<file path="src/rtl/inc_sched_pkg.sv">
// Shared types and widths for the increment scheduler: FSM states, field widths
// and the queued command record.
package inc_sched_pkg;

    localparam int VALUE_W  = 4;
    localparam int REPEAT_W = 8;

    typedef enum logic {
        IDLE = 1'b0,
        RUN  = 1'b1
    } state_t;

    typedef struct packed {
        logic [VALUE_W-1:0]  value;
        logic [REPEAT_W-1:0] rpt;
    } cmd_t;

endpackage

</file>
<file path="src/rtl/cmd_fifo.sv">
// Command FIFO for the increment scheduler: power-of-two depth, wrapping pointers,
// occupancy counter; a push is refused whenever full, even on a popping edge.
module cmd_fifo
    import inc_sched_pkg::*;
#(
    parameter int DEPTH = 4
) (
    input  logic                     clk,
    input  logic                     reset,
    input  logic                     push,
    input  cmd_t                     push_cmd,
    input  logic                     pop,
    output cmd_t                     head,
    output logic                     full,
    output logic                     empty,
    output logic [$clog2(DEPTH):0]   level
);

    localparam int PTR_W = $clog2(DEPTH);
    localparam int LVL_W = PTR_W + 1;

    cmd_t             mem [DEPTH];
    logic [PTR_W-1:0] wr_ptr;
    logic [PTR_W-1:0] rd_ptr;
    logic             do_push;
    logic             do_pop;

    assign full    = (level == LVL_W'(DEPTH));
    assign empty   = (level == '0);
    assign do_push = push && !full;
    assign do_pop  = pop && !empty;
    assign head    = mem[rd_ptr];

    // NOTE: the storage array has no reset; validity is tracked by the pointers and level alone.
    always_ff @(posedge clk) begin
        if (do_push) begin
            mem[wr_ptr] <= push_cmd;
        end
    end

    // NOTE: sequential state uses non-blocking assignments so every register samples pre-edge values.
    always_ff @(posedge clk or posedge reset) begin
        if (reset) begin
            wr_ptr <= '0;
            rd_ptr <= '0;
            level  <= '0;
        end else begin
            if (do_push) wr_ptr <= wr_ptr + PTR_W'(1);
            if (do_pop)  rd_ptr <= rd_ptr + PTR_W'(1);
            case ({do_push, do_pop})
                2'b10:   level <= level + LVL_W'(1);
                2'b01:   level <= level - LVL_W'(1);
                default: ;
            endcase
        end
    end

endmodule

</file>
<file path="src/rtl/increment_scheduler.sv">
// Drains queued {value, repeat} commands into a registered add_value stream for a
// downstream accumulating counter, chaining commands with no gap cycles.
module increment_scheduler
    import inc_sched_pkg::*;
#(
    parameter int DEPTH = 4
) (
    input  logic                    clk,
    input  logic                    reset,
    input  logic                    cmd_valid,
    output logic                    cmd_ready,
    input  logic [VALUE_W-1:0]      cmd_value,
    input  logic [REPEAT_W-1:0]     cmd_repeat,
    output logic [VALUE_W-1:0]      add_value,
    output logic                    busy,
    output logic                    cmd_done,
    output logic [$clog2(DEPTH):0]  fifo_level
);

    state_t              state;
    state_t              state_next;
    logic [REPEAT_W-1:0] remaining;
    logic [REPEAT_W-1:0] remaining_next;
    logic [VALUE_W-1:0]  add_next;
    logic                done_next;
    logic                pop;
    logic                last_emit;
    logic                fifo_full;
    logic                fifo_empty;
    cmd_t                head;

    cmd_fifo #(.DEPTH(DEPTH)) u_fifo (
        .clk      (clk),
        .reset    (reset),
        .push     (cmd_valid),
        .push_cmd ('{value: cmd_value, rpt: cmd_repeat}),
        .pop      (pop),
        .head     (head),
        .full     (fifo_full),
        .empty    (fifo_empty),
        .level    (fifo_level)
    );

    assign cmd_ready = !fifo_full;
    // A zero-repeat command occupies one RUN cycle with remaining already at zero.
    assign last_emit = (state == RUN) && (remaining == '0);

    always_ff @(posedge clk or posedge reset) begin
        if (reset) state <= IDLE;
        else       state <= state_next;
    end

    // NOTE: every combinational output gets a default first, so no path can infer a latch.
    always_comb begin
        state_next = state;
        pop        = 1'b0;
        case (state)
            IDLE: begin
                if (!fifo_empty) begin
                    state_next = RUN;
                    pop        = 1'b1;
                end
            end
            RUN: begin
                if (last_emit) begin
                    pop        = !fifo_empty;
                    state_next = fifo_empty ? IDLE : RUN;
                end
            end
            default: state_next = IDLE;
        endcase
    end

    always_comb begin
        add_next       = '0;
        remaining_next = remaining;
        done_next      = 1'b0;
        if (pop) begin
            add_next       = (head.rpt == '0) ? '0 : head.value;
            remaining_next = (head.rpt == '0) ? '0 : head.rpt - REPEAT_W'(1);
            done_next      = (head.rpt <= REPEAT_W'(1));
        end else if (state == RUN && !last_emit) begin
            add_next       = add_value;
            remaining_next = remaining - REPEAT_W'(1);
            done_next      = (remaining == REPEAT_W'(1));
        end
    end

    always_ff @(posedge clk or posedge reset) begin
        if (reset) begin
            remaining <= '0;
            add_value <= '0;
            cmd_done  <= 1'b0;
            busy      <= 1'b0;
        end else begin
            remaining <= remaining_next;
            add_value <= add_next;
            cmd_done  <= done_next;
            busy      <= (state_next == RUN);
        end
    end

endmodule
</file>
<file path="config.mk">
export PLATFORM = sky130hd
export DESIGN_NAME = increment_scheduler
export DESIGN_NICKNAME = d
export VERILOG_FILES = /design/src/rtl/inc_sched_pkg.sv /design/src/rtl/cmd_fifo.sv /design/src/rtl/increment_scheduler.sv
export SDC_FILE = /design/constraint.sdc
export NUM_CORES = 1
export LEC_CHECK = 0
export CAP_MARGIN = 20
export CORE_AREA = 8 8 80 111
export DETAILED_ROUTE_END_ITERATION = 7
export DIE_AREA = 0 0 88 119
export PLACE_DENSITY = 0.64
export SETUP_SLACK_MARGIN = 0.15
export SLEW_MARGIN = 20
export SYNTH_ARGS = -nofsm -noshare
export SYNTH_HDL_FRONTEND = slang
export SYNTH_SLANG_ARGS = --single-unit
</file>
<file path="constraint.sdc">
create_clock -name clk -period 2.8 [get_ports clk]
set_clock_uncertainty 0.15 [all_clocks]
set_input_delay 0.56 -clock clk [delete_from_list [all_inputs] [get_ports clk]]
set_output_delay 0.56 -clock clk [all_outputs]
set_load 0.05 [all_outputs]
</file>
# Word-level counts from Yosys, hierarchy flattened
# Memory sizes are Yosys's and may differ from the RTL's.
# Index checks and enable logic that the tools add are counted.
[classes]
mul = 0
bitwise = 1
n_reduce_logical = 12
div = 0
n_shift = 0
add_sub_neg = 6
order_cmp = 1
n_eq_ne = 5
mux = 16
[op_table]
columns = ["op", "n"]
rows = [
  ["2-to-1 mux 8 bit", 3],
  ["zero test 8 bit", 2],
  ["subtractor 8 x 1 -> 8 bit, second input constant", 2],
  ["2-to-1 mux 4 bit", 3],
  ["equality test 8 x 1 -> 1 bit, second input constant", 1],
  ["less-or-equal comparator 8 x 1 -> 1 bit, second input constant", 1],
  ["2-to-1 mux 1 bit", 7],
  ["one-hot mux 3 bit (2 select lines)", 1],
  ["adder 2 x 1 -> 2 bit, second input constant", 2],
  ["logical AND 1 bit", 4],
  ["one-hot mux 1 bit (2 select lines)", 2],
  ["nonzero test 2 bit", 2],
  ["adder 3 x 1 -> 3 bit, second input constant", 1],
  ["equality test 3 bit, second input constant", 1],
  ["zero test 1 bit", 3],
  ["zero test 3 bit", 1],
  ["subtractor 3 x 1 -> 3 bit, second input constant", 1],
  ["equality test 2 x 1 -> 1 bit, second input constant", 1],
  ["equality test 2 bit, second input constant", 1],
  ["inequality test 2 x 1 -> 1 bit, second input constant", 1],
  ["inverter 1 bit", 1],
]
[word_totals]
rom_bits = 0
word_cells = 49
mem_bits_rw = 48
latchBits = 0
memories = 1
reg_bits = 21
in_bits = 15
out_inout_bits = 10
[memory_table]
columns = ["name", "depth", "word_bits", "rd", "rd_clocked_by_memory_dff", "wr", "line_no", "source"]
rows = [
  ["u_fifo.mem", 4, 12, 1, 0, 1, "cmd_fifo.sv:22", "cmd_t mem [DEPTH];"],
]

# Depth between registers and ports, before layout
# Gate-level depths: netlist of the first run.
[logic_depth]
depth_word = 7
ltp_mapped = 13
ltp_nobuf = 12

# Hierarchy
# Synthesis of the first run repeated with hierarchy kept, for this count alone.
[hier_totals]
cells_unflattened = 211
area_unflattened_um2 = 3153.0
[by_module_without_submodules]
columns = ["mod", "n_inst", "cells_per_inst", "area_per_inst_um2"]
rows = [
  ["cmd_fifo", 1, 101, 2192.1],
  ["increment_scheduler", 1, 110, 960.9],
]

# Least setup slack after synthesis of the first run
# OpenSTA, ideal clock, no wires.
[synth_timing]
path_type = "reg2reg"
startpoint = "reg u_fifo.level[2]"
endpoint = "reg u_fifo.level[2]"
required_ps = 2568
t_arrival_ps = 2649
setup_ps = 82
period_less_slack_ps = 2881
slack_ps = -81
path_stages_with_launch = 10
path_buffers = 0
cell_sequence = "dfrtp_1 -> nand3_1 -> and2_1 -> inv_1 -> ha_1 -> inv_1 -> fa_1 -> xor2_1 -> nor2_1 -> xor2_1"
[synth_lines]
columns = ["element", "line_no", "source"]
rows = [
  ["start, declared", "cmd_fifo.sv:16", "output logic [$clog2(DEPTH):0] level"],
  ["start signal, assigned", "cmd_fifo.sv:51", "2'b10: level <= level + LVL_W'(1);"],
  ["start signal, assigned", "cmd_fifo.sv:52", "2'b01: level <= level - LVL_W'(1);"],
  ["equality test 3 bit *", "cmd_fifo.sv:28", "assign full = (level == LVL_W'(DEPTH));"],
  ["zero test 1 bit *", "--", ""],
  ["via cmd_ready", "increment_scheduler.sv:11", "output logic cmd_ready,"],
  ["logical AND 1 bit *", "cmd_fifo.sv:30", "assign do_push = push && !full;"],
  ["equality test 2 x 1 -> 1 bit / equality test 2 bit (equally long branches)", "cmd_fifo.sv:50", "case ({do_push, do_pop})"],
  ["one-hot mux 3 bit (2 select lines) / nonzero test 2 bit (equally long branches)", "--", ""],
]
# Mark *: on every way through the listed nets, which the timed path passes. The rest lies on a longest branch.
# A chain may end at the register's enable or synchronous reset.

# Final worst setup path of the first run
[layout_timing]
startpoint = "reg remaining[1]"
endpoint = "reg u_fifo.level[2]"
[layout_via]
elab_chain_len = 7
[layout_rtl]
columns = ["element", "line_no", "source"]
rows = [
  ["start, declared", "increment_scheduler.sv:22", "logic [REPEAT_W-1:0] remaining;"],
  ["start signal, assigned", "increment_scheduler.sv:96", "remaining <= remaining_next;"],
  ["zero test 8 bit *", "increment_scheduler.sv:46", "assign last_emit = (state == RUN) && (remaining == '0);"],
  ["logical AND 1 bit *", "increment_scheduler.sv:46", ""],
  ["2-to-1 mux 1 bit *", "increment_scheduler.sv:65", "if (last_emit) begin"],
  ["one-hot mux 1 bit (2 select lines) *", "increment_scheduler.sv:57", "case (state)"],
  ["logical AND 1 bit *", "cmd_fifo.sv:31", "assign do_pop = pop && !empty;"],
  ["via u_fifo.do_pop", "cmd_fifo.sv:26", "logic do_pop;"],
  ["equality test 2 x 1 -> 1 bit / equality test 2 bit (equally long branches)", "cmd_fifo.sv:50", ""],
  ["one-hot mux 3 bit (2 select lines) / nonzero test 2 bit (equally long branches)", "--", ""],
]
# Marks and branches as above.

==> results.cfg, run 1 <==
[place]
routabilityCongestion = 0.7879
io_buffers = 24
hpwl_mm = 4.138

[drt]
routed_wl_mm = 5.674
post_drt_wl_per_cell_um = 15.89
drtIter0Drc = 71
viasPerCell = 5.199
firstDrtPassIters = 4
vias = 1856
detail-route-antenna-nets = 0
drc = 0

[clock_tree]
h-tree-depth = 3
clockBufferDepth = 2
cts_root_buf = clkbuf_8
clkLatencyLatePin_ns = 0.33
cts_tree = built
hold_buffers = 0
cts_buffers = 9
cts.clk_slew.worst_paths_ns = 0.07
cts.sink_count = 69

[sta]
finalHoldViolCount = 0
maxSlewHeadroom_pct = 47.68
rsz0062_at_grt = true
setup_viol = 0
period_needed_ns = 2.522
slew_viol_final = 0
fmax_ghz = 0.3965
fin_crit_sh_pct = 90.07
finalSetupTns_ns = 0
tightest_slew_ns = 0.7839

[floorplanning]
io_pins = 25
die-area_um2 = 10470
core_um2 = 7176
die_w_um = 88
start_util_pct = 44.10
die_h_um = 119
rows = 37

[synth]
synth-seq-area-share_pct = 62.16
ys_types = 51
syn-num-nets = 240
synthCells = 215
synth_edf_count = 48
async_flop_share_pct = 30.43
synthFlopType = edfxtp_1
syn_area_per_cell_um2 = 14.72
netlist_area_um2 = 3164
synth_warnings = 0
ys_seq_elements = 69

[global_route]
grt_overflow = 0
grtUsageTotal_pct = 11.87
grt_pass1_wl_mm = 9.570
grt_pass1_vias = 1943
grt_max_degree = 22
antenna_found_initial = 0

[setup_path]
cp.depth = 12
end_kind = register
path_cells = inv_2 -> ha_4 -> or3b_4 -> o21ai_4 -> nand2_4 -> inv_6 -> ha_4 -> inv_1 -> fa_2 -> xor2_1 -> nor2_1 -> xor2_1
cpMaxStageDelayCell = dfrtp_1
crit_fanout = 4
worstPathArrival_ns = 2.62
crit_required_ns = 2.90
cp_slowest_stage_delay_ns = 0.42
crit_buf_inv = 3
rr_worst_depth = 12
worst-setup-path-type = register to register
cp-start-kind = register
critical_path.top_delay_family = adder cells

[finish]
layout-drive-gt1-share_pct = 21.92
fillers = 610
area_growth_pct = 21.08
n_antenna_cell = 0
final_util_pct = 53.39
nNetsFinal = 280

[min_path]
min_path_type = register to register
min_path_cells = 2

[power_and_ir_drop]
irDropWorstVdd_uv = 557.6
powerDensity_nw_per_um2 = 1044
p_leak_nw = 1.390

[outcome]
status = completed

[flow_run]
cap_violations = 0
## cell families (layout without fill, tap and decap cells)
| group | Yosys count | after routing | share of synthesized area (%) |
|---|---|---|---|
| fa+ha+maj | 10 | 10 | 4.191 |
| buf+inv | 22 | 67 | 3.440 |
| flops | 69 | 69 | 62.16 |
| xor+xnor | 10 | 10 | 2.768 |
| mux | 14 | 14 | 9.569 |
| compound gates | 37 | 37 | 8.423 |
| simple gates | 53 | 53 | 9.450 |
## metal layers
layer	share of wire [%]	vias to the layer above	GRT usage, %
li1	-	904	-
met4	1.2	0	5.514
met1	43	920	13.78
met2	54	28	19.60
met5	0	-	0
met3	2.3	4	3.235
## metrics by stage
| stage | hold slack [ns] | worst slack (ns) | instance area, um2 | power, W | std cells |
|---|---|---|---|---|---|
| 2_1_floorplan | 0.3363 | 0.1805 | 3201 | 0.002740 | 215 |
| 3_3_place_gp | 0.3430 | 0.2438 | 3575 | 0.003125 | 338 |
| 3_5_place_dp | 0.3368 | 0.1598 | 3575 | 0.003141 | 338 |
| 4_1_cts | 0.3537 | 0.1656 | 3791 | 0.004022 | 354 |
| 5_1_grt | 0.3746 | 0.1367 | 3831 | 0.004254 | 357 |
| 6_report | 0.3451 | 0.2781 | 3831 | 0.004000 | 357 |
## final timing paths
check	startpoint	end	slack, ns
max in group asynchronous	reset	remaining[0]	1.42
max	remaining[1]	u_fifo.level[2]	0.28
max reg2reg	remaining[1]	u_fifo.level[2]	0.28
min in group asynchronous	reset	add_value[2]	0.53
min	add_value[0]	add_value[0]	0.35
min reg2reg	add_value[0]	add_value[0]	0.35
## cell type report
cell class | instances | area (um2) | area share, %
clock buffer | 10 | 127.6 | 3.331
clock inverter | 6 | 86.33 | 2.253
inverter | 13 | 53.80 | 1.404
multi-input combinational | 124 | 1127 | 29.43
sequential | 69 | 1969 | 51.40
tap | 97 | 121.4 | 3.168
timing repair buffer | 38 | 345.3 | 9.014
## power by group
group          leakage, nW  total [W]  internal (W)  switching (W)
Clock                0.108   0.000854      0.000502       0.000353
Sequential           0.690    0.00159       0.00138       0.000209
Combinational        0.592    0.00155      0.000693       0.000859
## cells in the final DEF (no fill, tap or decap), types with 3 or more instances in the layout
cell             count
edfxtp_1            48
clkdlybuf4s50_1     24
dfrtp_1             19
nand2_1             17
buf_4               14
mux4_2              13
inv_1               11
a21oi_1             10
clkbuf_8             9
nor2_1               7
xnor2_1              7
ha_1                 7
nor3_1               5
o21ai_0              4
o21ai_1              4
and3_1               4
xor2_1               3
## tightest hold or removal path, delay by kind of cell (launching register included)
family,cells,cell delay [ns]
DFF,1,0.35
and+or+nand+nor,1,0.05
AOI/OAI and AO/OA,1,0.06
## timing repair
item / CTS / global route
endpoints found under the setup margin: 1 / 3
cloned: 0 / 0
pin swaps: 0 / 2
setup buffers: 0 / 3
resized for setup: 1 / 6
## state kept, by name, indices dropped and copies added, names as in the netlist
signal	count
add_value	4
busy	1
cmd_done	1
remaining	8
u_fifo.level	3
u_fifo.mem	48
u_fifo.rd_ptr	2
u_fifo.wr_ptr	2
## synth_stat cells (3+ instances only)
master | n | area, um2
and3_1 | 4 | 25.02
ha_1 | 9 | 112.6
xor2_1 | 3 | 26.28
o21ai_1 | 4 | 20.02
nand2_1 | 17 | 63.81
edfxtp_1 | 48 | 1441
buf_2 | 3 | 15.01
xnor2_1 | 7 | 61.31
inv_1 | 13 | 48.80
mux4_2 | 13 | 292.8
dfrtp_1 | 21 | 525.5
o21ai_0 | 4 | 20.02
nor2_1 | 7 | 26.28
nor3_1 | 5 | 25.02
a21oi_1 | 10 | 50.05
nand3_1 | 3 | 15.01
No activity file was read; power rests on OpenSTA's default activity.
==> run 2, diff against run 1 <==
CAP_MARGIN = unset   (was 20)
MAX_ROUTING_LAYER = met4   (was unset)
==> results.cfg, run 2 (synthesis results as in run 1) <==
[setup_path]
cp-start-kind = register
path_cells = inv_2 -> ha_4 -> or3b_4 -> o21ai_4 -> nand2_4 -> inv_6 -> ha_4 -> inv_1 -> fa_2 -> xor2_1 -> nor2_1 -> xor2_1
cpMaxStageDelayCell = dfrtp_1
crit_fanout = 4
crit_required_ns = 2.90
crit_buf_inv = 3
end_kind = register
worst-setup-path-type = register to register
worstPathArrival_ns = 2.62
cp_slowest_stage_delay_ns = 0.42
critical_path.top_delay_family = adder cells
reg2reg_slack_ns = 0.28

[finish]
largest_reg_flops = 48
largest-register = u_fifo.mem
nNetsFinal = 280
layout-drive-gt1-share_pct = 21.92
final_cell_mix = edfxtp_1 (48), clkdlybuf4s50_1 (24), dfrtp_1 (19), nand2_1 (17), buf_4 (14)
area_growth_pct = 21.08
final_common_cell = edfxtp_1
final_util_pct = 53.39
n_antenna_cell = 0
reg.largest.list = u_fifo.mem x48, remaining x8, add_value x4

[sta]
fin_crit_sh_pct = 90.10
finalSetupTns_ns = 0
whs_ns = 0.3442
period_needed_ns = 2.523
tightest_slew_ns = 0.7884
fmax_ghz = 0.3964
setup_viol = 0
slew_viol_final = 0
setup_ws_ns = 0.2773
finalHoldViolCount = 0
rsz0062_at_grt = true
maxSlewHeadroom_pct = 47.38

[clock_tree]
cts.sink_count = 69
cts_buffers = 9
clkLatencyLatePin_ns = 0.33
cts_root_buf = clkbuf_8
clockBufferDepth = 2
cts.clk_slew.worst_paths_ns = 0.07
hold_buffers = 0
cts_tree = built
h-tree-depth = 3

[floorplanning]
start_util_pct = 44.10
die-area_um2 = 10470
io_pins = 25
rows = 37
die_h_um = 119
die_w_um = 88
core_um2 = 7176

[global_route]
grt_max_degree = 22
grt_overflow = 0
grtUsageTotal_pct = 12.22
grt_pass1_wl_mm = 9.556
grt_pass1_vias = 1943
antenna_found_initial = 0

[drt]
detail-route-antenna-nets = 0
vias = 1868
firstDrtPassIters = 4
post_drt_wl_per_cell_um = 15.88
drc = 0
routed_wl_mm = 5.669
viasPerCell = 5.232
drtIter0Drc = 65

[place]
routabilityCongestion = 0.7990
io_buffers = 24
preCtsSetupSlack_ns = 0.1598
hpwl_mm = 4.138

[power_and_ir_drop]
irDropWorstVdd_uv = 557.8
p_leak_nw = 1.390
total_power_w = 0.003999
powerDensity_nw_per_um2 = 1044

[min_path]
min_path_type = register to register

[flow_run]
cap_violations = 0

[outcome]
status = completed
## run 2: cell counts in the layout (fill, tap and decap cells not counted)
No cell type changed its count.
## run 2: worst paths after layout
path	endpoint	startpoint	cells past startpoint
max	u_fifo.level[2]	remaining[1]	12
min reg2reg	add_value[0]	add_value[0]	2
max in group asynchronous	remaining[0]	reset	2
max reg2reg	u_fifo.level[2]	remaining[1]	12
min in group asynchronous	u_fifo.level[0]	reset	2
min	add_value[0]	add_value[0]	2
## run 2: layer usage
metal	global-route usage (%)	wire, um	part of all wire (%)	vias up
li1	-	-	-	903
met1	13.78	2429	43	930
met2	19.56	3044	54	31
met3	3.304	128	2.3	4
met4	5.514	67	1.2	0
met5	-	0	0	-
## run 2: what timing repair did
item                                   4_1_cts  5_1_grt
gates resized for setup                      1        6
setup endpoints to repair                    1        2
buffers inserted                             0        3
endpoints found under the hold margin        0        0
pin swaps                                    0        2
## run 2: tightest hold or removal path, cell delays in order (launching register included)
cell	delay, ns
dfrtp_1	0.35
nand2_1	0.05
o21ai_1	0.06
## run 2: cell type report
cell class / instances / area (um2)
Tap cell: 97 / 121.4
Multi-Input combinational cell: 124 / 1127
Inverter: 13 / 53.80
Clock inverter: 6 / 86.33
Sequential cell: 69 / 1969
Fill cell: 610 / 3344
Clock buffer: 10 / 127.6
Timing Repair Buffer: 38 / 345.3
## run 2: through the flow
step / instances / instance area [um2]
after floorplan: 215 / 3201
after global placement: 338 / 3575
after detailed placement: 338 / 3575
after CTS: 354 / 3791
after global routing: 357 / 3831
final: 357 / 3831
## run 2: power breakdown
group | switching, W | total, W | internal [W]
sequential | 0.000210 | 0.00159 | 0.00138
combinational | 0.000859 | 0.00155 | 0.000693
clock | 0.000352 | 0.000853 | 0.000502
total | 0.00142 | 0.00400 | 0.00258
